[config.mk]
export PLATFORM = sky130hd
export DESIGN_NAME = mm_mult_arbiter_flat
export DESIGN_NICKNAME = d
export VERILOG_FILES = /design/src/rtl/mm_mult_arbiter_if.sv /design/src/rtl/mm_mult_arbiter.sv /design/src/flat_wrapper.sv
export SDC_FILE = /design/constraint.sdc
export NUM_CORES = 1
export LEC_CHECK = 0
export CORE_ASPECT_RATIO = 1.25
export CORE_MARGIN = 5
export CORE_UTILIZATION = 45
export DETAILED_ROUTE_END_ITERATION = 6
export PLACE_DENSITY = 0.87
export SYNTH_ARGS = -nofsm -noshare
export SYNTH_HDL_FRONTEND = slang
export SYNTH_SLANG_ARGS = --single-unit
[constraint.sdc]
create_clock -name clk -period 8.6 [get_ports clk]
set_input_delay 1.29 -clock clk [delete_from_list [all_inputs] [get_ports clk]]
set_output_delay 1.29 -clock clk [all_outputs]
set_load 0.02 [all_outputs]
[src/rtl/mm_mult_arbiter_if.sv]
// mm_mult_arbiter_if: requester and multiplier bundle for the arbiter.
// Also hosts the shared operand/product width package.
package bit_width;
  localparam int INWIDTH = 16;
  localparam int OUTWIDTH = 32;
endpackage

interface mm_mult_arbiter_if #(
  parameter int NUM_REQ = 4
);
  localparam int WI = bit_width::INWIDTH;
  localparam int WO = bit_width::OUTWIDTH;

  logic [NUM_REQ-1:0]    req_valid;
  logic [NUM_REQ*WI-1:0] req_a;
  logic [NUM_REQ*WI-1:0] req_b;
  logic [NUM_REQ-1:0]    req_ready;
  logic [NUM_REQ-1:0]    rsp_valid;
  logic [WO-1:0]         rsp_product;
  logic                  rsp_err;
  logic [NUM_REQ-1:0]    rsp_ready;
  logic                  mult_start;
  logic [WI-1:0]         mult_a;
  logic [WI-1:0]         mult_b;
  logic                  mult_done;
  logic [WO-1:0]         mult_product;
  logic                  busy;

  modport slave (
    input  req_valid, req_a, req_b,
    input  rsp_ready,
    input  mult_done, mult_product,
    output req_ready, rsp_valid,
    output rsp_product, rsp_err,
    output mult_start, mult_a, mult_b,
    output busy
  );

  modport master (
    output req_valid, req_a, req_b,
    output rsp_ready,
    output mult_done, mult_product,
    input  req_ready, rsp_valid,
    input  rsp_product, rsp_err,
    input  mult_start, mult_a, mult_b,
    input  busy
  );
endinterface

[src/rtl/mm_mult_arbiter.sv]
// mm_mult_arbiter: round-robin sharing of one multiplier
// between NUM_REQ requesters, with a completion timeout.
module mm_mult_arbiter #(
  parameter int NUM_REQ = 4,
  parameter int TIMEOUT = 64
) (
  input logic clk,
  input logic reset_n,
  mm_mult_arbiter_if.slave bus
);
  localparam int WI = bit_width::INWIDTH;
  localparam int WO = bit_width::OUTWIDTH;
  localparam int IW = (NUM_REQ > 1) ? $clog2(NUM_REQ) : 1;
  localparam int CW = (TIMEOUT > 1) ? $clog2(TIMEOUT + 1) : 1;

  typedef enum logic [1:0] {
    IDLE,
    START,
    WAIT,
    RESP
  } state_t;

  state_t             state_q;
  logic [IW-1:0]      last_q;
  logic [IW-1:0]      idx_q;
  logic [CW-1:0]      cnt_q;
  logic [WI-1:0]      a_q;
  logic [WI-1:0]      b_q;
  logic [WO-1:0]      prod_q;
  logic               err_q;
  logic               start_q;
  logic [NUM_REQ-1:0] rsp_valid_q;

  logic               found_d;
  logic [IW-1:0]      win_d;
  logic [IW-1:0]      cand_d;
  logic [WI-1:0]      sel_a_d;
  logic [WI-1:0]      sel_b_d;
  logic               rsp_hit_d;
  logic               tmo_d;

  function automatic logic [NUM_REQ-1:0] onehot(
    input logic [IW-1:0] idx
  );
    logic [NUM_REQ-1:0] o;
    o = '0;
    for (int i = 0; i < NUM_REQ; i++) begin
      o[i] = (idx == IW'(i));
    end
    return o;
  endfunction

  // Round-robin search starting just after the last granted index
  always_comb begin
    found_d = 1'b0;
    win_d   = '0;
    cand_d  = '0;
    for (int k = 1; k <= NUM_REQ; k++) begin
      cand_d = IW'((int'(last_q) + k) % NUM_REQ);
      if (!found_d &&
          |(bus.req_valid & onehot(cand_d))) begin
        found_d = 1'b1;
        win_d   = cand_d;
      end
    end
  end

  // Operand mux for the current winner
  always_comb begin
    sel_a_d = '0;
    sel_b_d = '0;
    for (int i = 0; i < NUM_REQ; i++) begin
      if (win_d == IW'(i)) begin
        sel_a_d = bus.req_a[i*WI +: WI];
        sel_b_d = bus.req_b[i*WI +: WI];
      end
    end
  end

  // Only the owner's rsp_ready can complete the response
  assign rsp_hit_d = |(bus.rsp_ready & rsp_valid_q);
  assign tmo_d     = (cnt_q == CW'(TIMEOUT - 1));

  // Arbitration / multiplier sequencing FSM
  always_ff @(posedge clk or negedge reset_n) begin
    if (!reset_n) begin
      state_q     <= IDLE;
      last_q      <= IW'(NUM_REQ - 1);
      idx_q       <= '0;
      cnt_q       <= '0;
      a_q         <= '0;
      b_q         <= '0;
      prod_q      <= '0;
      err_q       <= 1'b0;
      start_q     <= 1'b0;
      rsp_valid_q <= '0;
    end else begin
      start_q <= 1'b0;
      unique case (state_q)
        IDLE: begin
          if (found_d) begin
            a_q     <= sel_a_d;
            b_q     <= sel_b_d;
            idx_q   <= win_d;
            start_q <= 1'b1;
            state_q <= START;
          end
        end
        START: begin
          cnt_q   <= '0;
          state_q <= WAIT;
        end
        WAIT: begin
          if (bus.mult_done) begin
            prod_q      <= bus.mult_product;
            err_q       <= 1'b0;
            rsp_valid_q <= onehot(idx_q);
            state_q     <= RESP;
          end else if (tmo_d) begin
            prod_q      <= '0;
            err_q       <= 1'b1;
            rsp_valid_q <= onehot(idx_q);
            state_q     <= RESP;
          end else begin
            cnt_q <= cnt_q + CW'(1);
          end
        end
        RESP: begin
          if (rsp_hit_d) begin
            last_q      <= idx_q;
            rsp_valid_q <= '0;
            state_q     <= IDLE;
          end
        end
      endcase
    end
  end

  // Grant is combinational, and forced off while in reset
  assign bus.req_ready =
    (state_q == IDLE && reset_n && found_d) ?
    onehot(win_d) : '0;

  assign bus.rsp_valid   = rsp_valid_q;
  assign bus.rsp_product = prod_q;
  assign bus.rsp_err     = err_q;
  assign bus.mult_start  = start_q;
  assign bus.mult_a      = a_q;
  assign bus.mult_b      = b_q;
  assign bus.busy        = (state_q != IDLE);

  // Per-requester strobes are never shared
  a_ready_oh: assert property (
    @(posedge clk) disable iff (!reset_n)
    $onehot0(bus.req_ready));
  a_rsp_oh: assert property (
    @(posedge clk) disable iff (!reset_n)
    $onehot0(bus.rsp_valid));
endmodule

[src/flat_wrapper.sv]
// flat-port wrapper written by rule: the top's interface ports become plain ports
module mm_mult_arbiter_flat 
#(
  parameter int NUM_REQ = 4,
  parameter int TIMEOUT = 64
)
  (clk, reset_n, bus_req_valid, bus_req_a, bus_req_b, bus_rsp_ready, bus_mult_done, bus_mult_product, bus_req_ready, bus_rsp_valid, bus_rsp_product, bus_rsp_err, bus_mult_start, bus_mult_a, bus_mult_b, bus_busy);
  mm_mult_arbiter_if #(.NUM_REQ(NUM_REQ)) bus_i ();
  input logic clk;
  input logic reset_n;
  input wire logic [$bits(bus_i.req_valid)-1:0] bus_req_valid;
  input wire logic [$bits(bus_i.req_a)-1:0] bus_req_a;
  input wire logic [$bits(bus_i.req_b)-1:0] bus_req_b;
  input wire logic [$bits(bus_i.rsp_ready)-1:0] bus_rsp_ready;
  input wire logic [$bits(bus_i.mult_done)-1:0] bus_mult_done;
  input wire logic [$bits(bus_i.mult_product)-1:0] bus_mult_product;
  output wire logic [$bits(bus_i.req_ready)-1:0] bus_req_ready;
  output wire logic [$bits(bus_i.rsp_valid)-1:0] bus_rsp_valid;
  output wire logic [$bits(bus_i.rsp_product)-1:0] bus_rsp_product;
  output wire logic [$bits(bus_i.rsp_err)-1:0] bus_rsp_err;
  output wire logic [$bits(bus_i.mult_start)-1:0] bus_mult_start;
  output wire logic [$bits(bus_i.mult_a)-1:0] bus_mult_a;
  output wire logic [$bits(bus_i.mult_b)-1:0] bus_mult_b;
  output wire logic [$bits(bus_i.busy)-1:0] bus_busy;
  assign bus_i.req_valid = bus_req_valid;
  assign bus_i.req_a = bus_req_a;
  assign bus_i.req_b = bus_req_b;
  assign bus_i.rsp_ready = bus_rsp_ready;
  assign bus_i.mult_done = bus_mult_done;
  assign bus_i.mult_product = bus_mult_product;
  assign bus_req_ready = bus_i.req_ready;
  assign bus_rsp_valid = bus_i.rsp_valid;
  assign bus_rsp_product = bus_i.rsp_product;
  assign bus_rsp_err = bus_i.rsp_err;
  assign bus_mult_start = bus_i.mult_start;
  assign bus_mult_a = bus_i.mult_a;
  assign bus_mult_b = bus_i.mult_b;
  assign bus_busy = bus_i.busy;
  mm_mult_arbiter #(.NUM_REQ(NUM_REQ), .TIMEOUT(TIMEOUT)) u_core (.clk(clk), .reset_n(reset_n), .bus(bus_i));
endmodule
==> summary.md, run 1 <==
| Metric | Value |
|---|---|
| CP startpoint kind | flip-flop |
| Maximum clock frequency | 156 MHz |
| Top delay family on crit path | buffers and inverters |
| Synth cell types | 57 |
| Final instance area | 0.00787 mm2 |
| Seq/Total Area, Yosys | 0.393 |
| Clk pwr share | 0.119 |
| Number of port buffers | 245 |
| Net Sw Power | 1.47 mW |
| Clock latency on the worst-skew pair | 340 ps |
| Diode count | 0 |
| Worst Clk Skew | 9.96 ps |
| Vias in the first global route | 5564 |
| Post-CTS Resized | 0 |
| Commonest non-fill, non-tap cells in the layout | clkdlybuf4s50_1 (244), dfrtp_1 (81), nor3_1 (64), nand2_1 (44), nor2_1 (43) |
| Critical Path RT | 7310 ps |
| Main synth FF type | dfrtp_1 |
| Die height | 131 um |
| Crit path kind | flip-flop to output pin |
| Worst slew margin | 0.181 |
| CP Capture Type | output pin |
| Yosys warning count | 0 |
| Worst path slowest cell | dfstp_2 |
| Cell Pwr Density | 411 mW/mm2 |
| Combinational fraction of design power | 0.661 |
| Largest net degree at the start of global routing | 69 |
| Final period util | 0.744 |
| Nets | 943 |
| IO Count | 246 |
| HPWL Detailed | 13400 um |
| Max IR drop VDD | 0.000362 V |
| Standard-cell row count | 44 |
| Gr usage total | 0.253 |
| Hold-fix buffers, CTS | 0 |
| Max FO, Critical Path | 68 |
| DIE AREA | 0.0140 mm2 |
| Syn_area_per_cell | 9.72 um2 |
| CP arrival | 5110 ps |
| Post-Place Cell Area | 0.00757 mm2 |
| DP Worst Slack | 2670 ps |
| Gate count of the mapped netlist | 544 |
| Initial DRT Pass Iterations | 5 |
| Area growth syn-to-layout | 48.7% |
| Die X | 107 um |
| Leakage power | 3.10 nW |
| WP buf/inv | 4 |
| Seq pwr share | 0.220 |
| CP peak stage delay | 920 ps |
| Max-slew violation count | 0 |
| Reg area | 0.00208 mm2 |
| Htree depth | 3 |
| Worst R2R Setup Slack | 4080 ps |
| Share of layout cells above drive strength 1 | 0.106 |
| Synth Register Bits | 83 |
| Number of fill cells | 893 |
| Drt via density | 6.05 |
| Status | complete, no violations |
| DR WL/cell | 19.9 um |
| Detailed-route via count | 5464 |
| Starting density of the core | 0.457 |
| HP Class | flip-flop to flip-flop |
| First-pass GRT wire length | 28800 um |
| TNS Setup | 0 ps |
| Maximum number of buffers from clock root to sink | 2 |
| Area occupied by multi-input gates | 0.00279 mm2 |
| Slack of the critical path | 2200 ps |
| Post-Syn Nets | 726 |
| Hold Vio Cnt, Final | 0 |
| CTS tree | yes |
| Asr flop ratio synth | 1.00 |
| Total grt overflow | 0 |
| Slew @ Worst Pin | 1230 ps |
| Commonest non-fill, non-tap cell in the layout | clkdlybuf4s50_1 |
| Clock-pin slew on the worst setup and hold paths | 60 ps |
| Final WL | 18000 um |
| Sw frac | 0.455 |
| Unrepaired setup endpoints after global routing | no |
| Routability cong. | 0.936 |
| Post-CTS setup buffer count | 0 |
| Synthesized area | 0.00529 mm2 |
| Min Clock Period, post-route | 6400 ps |
| Final setup fails | 0 |
| Post-route ant nets | 0 |
| CTS Buf Count | 9 |
| Cells along the critical path | buf_4 > inv_1 > ha_1 > a22oi_1 > nand2_2 > o41ai_2 > inv_2 > o2111ai_1 > nor2_1 > clkdlybuf4s50_1 |
| Post-synth EDFFs | 0 |
| Clock sinks | 83 |
| Max cap viols | 0 |
| 1st-iter DRT viols | 417 |
| Area of the core | 0.0116 mm2 |
| Root buffer cell | clkbuf_16 |
| Int Power | 1.76 mW |
| Residual DRC count | 0 |
| Initial antenna violation count | 0 |
[cell type report]
type                            instances  area share
Sequential cell                        83       0.264
Multi-Input combinational cell        405       0.354
Tap cell                              138      0.0220
Clock inverter                          5     0.00811
Timing Repair Buffer                  251       0.317
Clock buffer                           10      0.0291
Inverter                               11     0.00525
[flip-flops by register name, indices dropped and copies added, names as in the netlist]
register / count
u_core.bus.mult_start: 1
u_core.idx_q: 2
u_core.bus.mult_b: 16
u_core.bus.rsp_product: 32
u_core.last_q: 2
u_core.state_q: 2
u_core.bus.mult_a: 16
u_core.bus.rsp_valid: 4
u_core.cnt_q: 7
u_core.bus.rsp_err: 1
[per-stage QoR]
| stage | power, mW | cells | util | hold slack (ps) |
|---|---|---|---|---|
| 6_report | 3.23 | 903 | 0.680 | 504 |
| 5_1_grt | 3.46 | 903 | 0.680 | 526 |
| 4_1_cts | 3.23 | 903 | 0.680 | 508 |
| 3_5_place_dp | 2.84 | 888 | 0.655 | 490 |
| 3_3_place_gp | 2.74 | 888 | 0.655 | 487 |
| 2_1_floorplan | 2.25 | 544 | - | 482 |
[cell usage after synthesis (all sizes together) (8+ instances only)]
cell type	count	share of area
dfrtp	81	0.38
nor3	64	0.061
nand2	47	0.035
nor2	44	0.031
mux2	39	0.083
a22o	36	0.060
clkbuf	34	0.063
a31oi	32	0.038
o22ai	32	0.039
or4	32	0.045
ha	11	0.026
inv	11	0.0078
a22oi	10	0.018
buf	9	0.012
nand3	8	0.0076
[power groups by stage]
stage	Clock (mW)	Sequential [mW]	Combinational, mW
3_5_place_dp	0	0.715	2.12
4_1_cts	0.388	0.711	2.13
3_3_place_gp	0	0.701	2.04
2_1_floorplan	0	0.866	1.39
6_report	0.385	0.710	2.14
5_1_grt	0.406	0.733	2.32
[per-layer routing]
metal / wire, um / up-vias / global-route usage
met2: 9200 / 314 / 0.443
met5: 0 / - / 0
met1: 6550 / 2586 / 0.292
met4: 775 / 0 / 0.128
met3: 1450 / 59 / 0.0476
li1: - / 2505 / -
[logic make-up (layout without fill, tap and decap cells)]
| logic type | after synthesis | in the layout | synth area share |
|---|---|---|---|
| AO/OA/AOI/OAI | 137 | 137 | 0.200 |
| XOR/XNOR | 4 | 4 | 0.00663 |
| adder cells (fa/ha/maj) | 11 | 11 | 0.0260 |
| buffers and inverters | 56 | 277 | 0.0863 |
| flip-flops | 83 | 83 | 0.393 |
| multiplexers | 40 | 40 | 0.0849 |
| AND/OR/NAND/NOR | 213 | 213 | 0.203 |
[final timing paths]
kind | startpoint | endpoint | cells past startpoint
max in group asynchronous | reset_n | u_core.cnt_q[3] | 2
min | u_core.bus.rsp_product[18] | u_core.bus.rsp_product[18] | 1
max | u_core.last_q[0] | bus_req_ready[1] | 10
min reg2reg | u_core.bus.rsp_product[18] | u_core.bus.rsp_product[18] | 1
min in group asynchronous | reset_n | u_core.bus.mult_a[6] | 1
max reg2reg | u_core.last_q[0] | u_core.bus.mult_a[5] | 9
No activity file was read; power rests on OpenSTA's default activity.
==> run 2, diff against run 1 <==
CORE_UTILIZATION = 42   (was 45)
PLACE_DENSITY = 0.82   (was 0.87)
clock period = 6.3 ns   (was 8.6 ns; I/O delays follow)
==> summary.md, run 2 (same netlist as run 1, synthesis figures left out) <==
| Metric | Value |
|---|---|
| Status | complete, no violations |
| Seq pwr share | 0.220 |
| Detailed-route via count | 5311 |
| Routability cong. | 0.921 |
| Initial DRT Pass Iterations | 4 |
| Crit path kind | flip-flop to output pin |
| Area of the core | 0.0123 mm2 |
| Max-slew violation count | 0 |
| Worst Clk Skew | 6.61 ps |
| Standard-cell row count | 45 |
| First-pass GRT wire length | 27600 um |
| Clk pwr share | 0.120 |
| Total grt overflow | 0 |
| Final setup fails | 0 |
| Max cap viols | 0 |
| Htree depth | 3 |
| Clock latency on the worst-skew pair | 330 ps |
| Hold Vio Cnt, Final | 0 |
| 1st-iter DRT viols | 346 |
| Maximum clock frequency | 178 MHz |
| Final period util | 0.893 |
| Unrepaired setup endpoints after global routing | no |
| HP Class | primary input to asynchronous set/reset pin |
| Min Clock Period, post-route | 5630 ps |
| Share of layout cells above drive strength 1 | 0.107 |
| CTS Buf Count | 9 |
| Root buffer cell | clkbuf_16 |
| TNS Setup | 0 ps |
| CP startpoint kind | flip-flop |
| Number of fill cells | 1012 |
| Critical Path RT | 5350 ps |
| Max IR drop VDD | 0.000717 V |
| Number of port buffers | 245 |
| Slew @ Worst Pin | 1310 ps |
| Combinational fraction of design power | 0.661 |
| Hold-fix buffers, CTS | 0 |
| Largest net degree at the start of global routing | 77 |
| Area growth syn-to-layout | 49.6% |
| Post-route ant nets | 0 |
| HPWL Detailed | 13400 um |
| Post-CTS setup buffer count | 0 |
| Clock-pin slew on the worst setup and hold paths | 60 ps |
| Diode count | 0 |
| Final WL | 18100 um |
| Post-CTS Resized | 0 |
| WHS | 432 ps |
| Clock sinks | 83 |
| CP arrival | 4680 ps |
| Vias in the first global route | 5486 |
| Commonest non-fill, non-tap cells in the layout | clkdlybuf4s50_1 (244), dfrtp_1 (81), nor3_1 (64), nand2_1 (44), nor2_1 (43) |
| Initial antenna violation count | 0 |
| Net Sw Power | 2.01 mW |
| Int Power | 2.41 mW |
| DIE AREA | 0.0150 mm2 |
| Drt via density | 5.71 |
| Nets | 943 |
| CTS tree | yes |
| DR WL/cell | 19.5 um |
| Leakage power | 3.11 nW |
| Commonest non-fill, non-tap cell in the layout | clkdlybuf4s50_1 |
| Residual DRC count | 0 |
| Cell Pwr Density | 559 mW/mm2 |
| Gr usage total | 0.232 |
| Die height | 135 um |
| Die X | 110 um |
| Sw frac | 0.455 |
| Starting density of the core | 0.431 |
| Max reg flops | 32 |
| IO Count | 246 |
| Max FO, Critical Path | 68 |
| CP Capture Type | output pin |
| Maximum number of buffers from clock root to sink | 2 |
| Worst slew margin | 0.126 |
run 2: changes by cell type in the layout (fill, tap and decap cells not counted), sizes merged:
| cell | previous run | this run |
|---|---|---|
| inv | 12 | 11 |
| clkbuf | 10 | 11 |
| clkinvlp | 1 | 2 |
run 2: stage by stage:
stage	total power [mW]	cell area, um2	util	instances	setup slack (ps)
2_1_floorplan	3.08	5290	-	544	2700
3_3_place_gp	3.78	7610	0.620	914	1250
3_5_place_dp	3.88	7610	0.620	914	1090
4_1_cts	4.42	7910	0.645	930	703
5_1_grt	4.73	7910	0.645	930	214
6_report	4.43	7910	0.645	930	672
run 2: path summary, 6_finish.rpt:
kind                                      startpoint                         to  slack [ps]  cells after the start
min in group clk           u_core.bus.rsp_product[5]  u_core.bus.rsp_product[5]         510                      1
hold / removal                               reset_n    u_core.bus.rsp_valid[1]         430                      1
hold reg to reg            u_core.bus.rsp_product[5]  u_core.bus.rsp_product[5]         510                      1
setup reg to reg                    u_core.last_q[0]       u_core.bus.mult_b[1]        2100                      9
setup / recovery                    u_core.last_q[0]           bus_req_ready[1]         670                      9
max in group asynchronous                    reset_n      u_core.bus.mult_a[10]        4700                      2
run 2: routing by layer:
| layer | GRT usage | vias up | wire (um) |
|---|---|---|---|
| li1 | - | 2503 | - |
| met4 | 0.103 | 0 | 650 |
| met2 | 0.413 | 277 | 9220 |
| met1 | 0.257 | 2481 | 6620 |
| met5 | 0 | - | 0 |
| met3 | 0.0572 | 50 | 1610 |
run 2: cell type report:
cell class	instances	area, um2	area share
Clock inverter	5	62.6	0.00791
Tap cell	164	205	0.0259
Multi-Input combinational cell	405	2790	0.352
Inverter	11	41.3	0.00522
Clock buffer	11	243	0.0307
Sequential cell	83	2080	0.263
Timing Repair Buffer	251	2490	0.315
run 2: power by group through the flow:
stage	logic [mW]	registers, mW	clock network (mW)
after floorplan	1.89	1.18	0
after global placement	2.82	0.960	0
after detailed placement	2.90	0.980	0
after CTS	2.92	0.970	0.539
after global routing	3.17	1.00	0.564
final	2.92	0.972	0.530
run 2: critical path: stages (launching register included):
cell             delay [ps]
dfstp_2                 990
inv_1                   250
ha_1                    370
a22oi_1                 360
nand2_2                 240
o41ai_2                 630
inv_2                   550
o2111ai_1               320
nor2_1                   60
clkdlybuf4s50_1         570
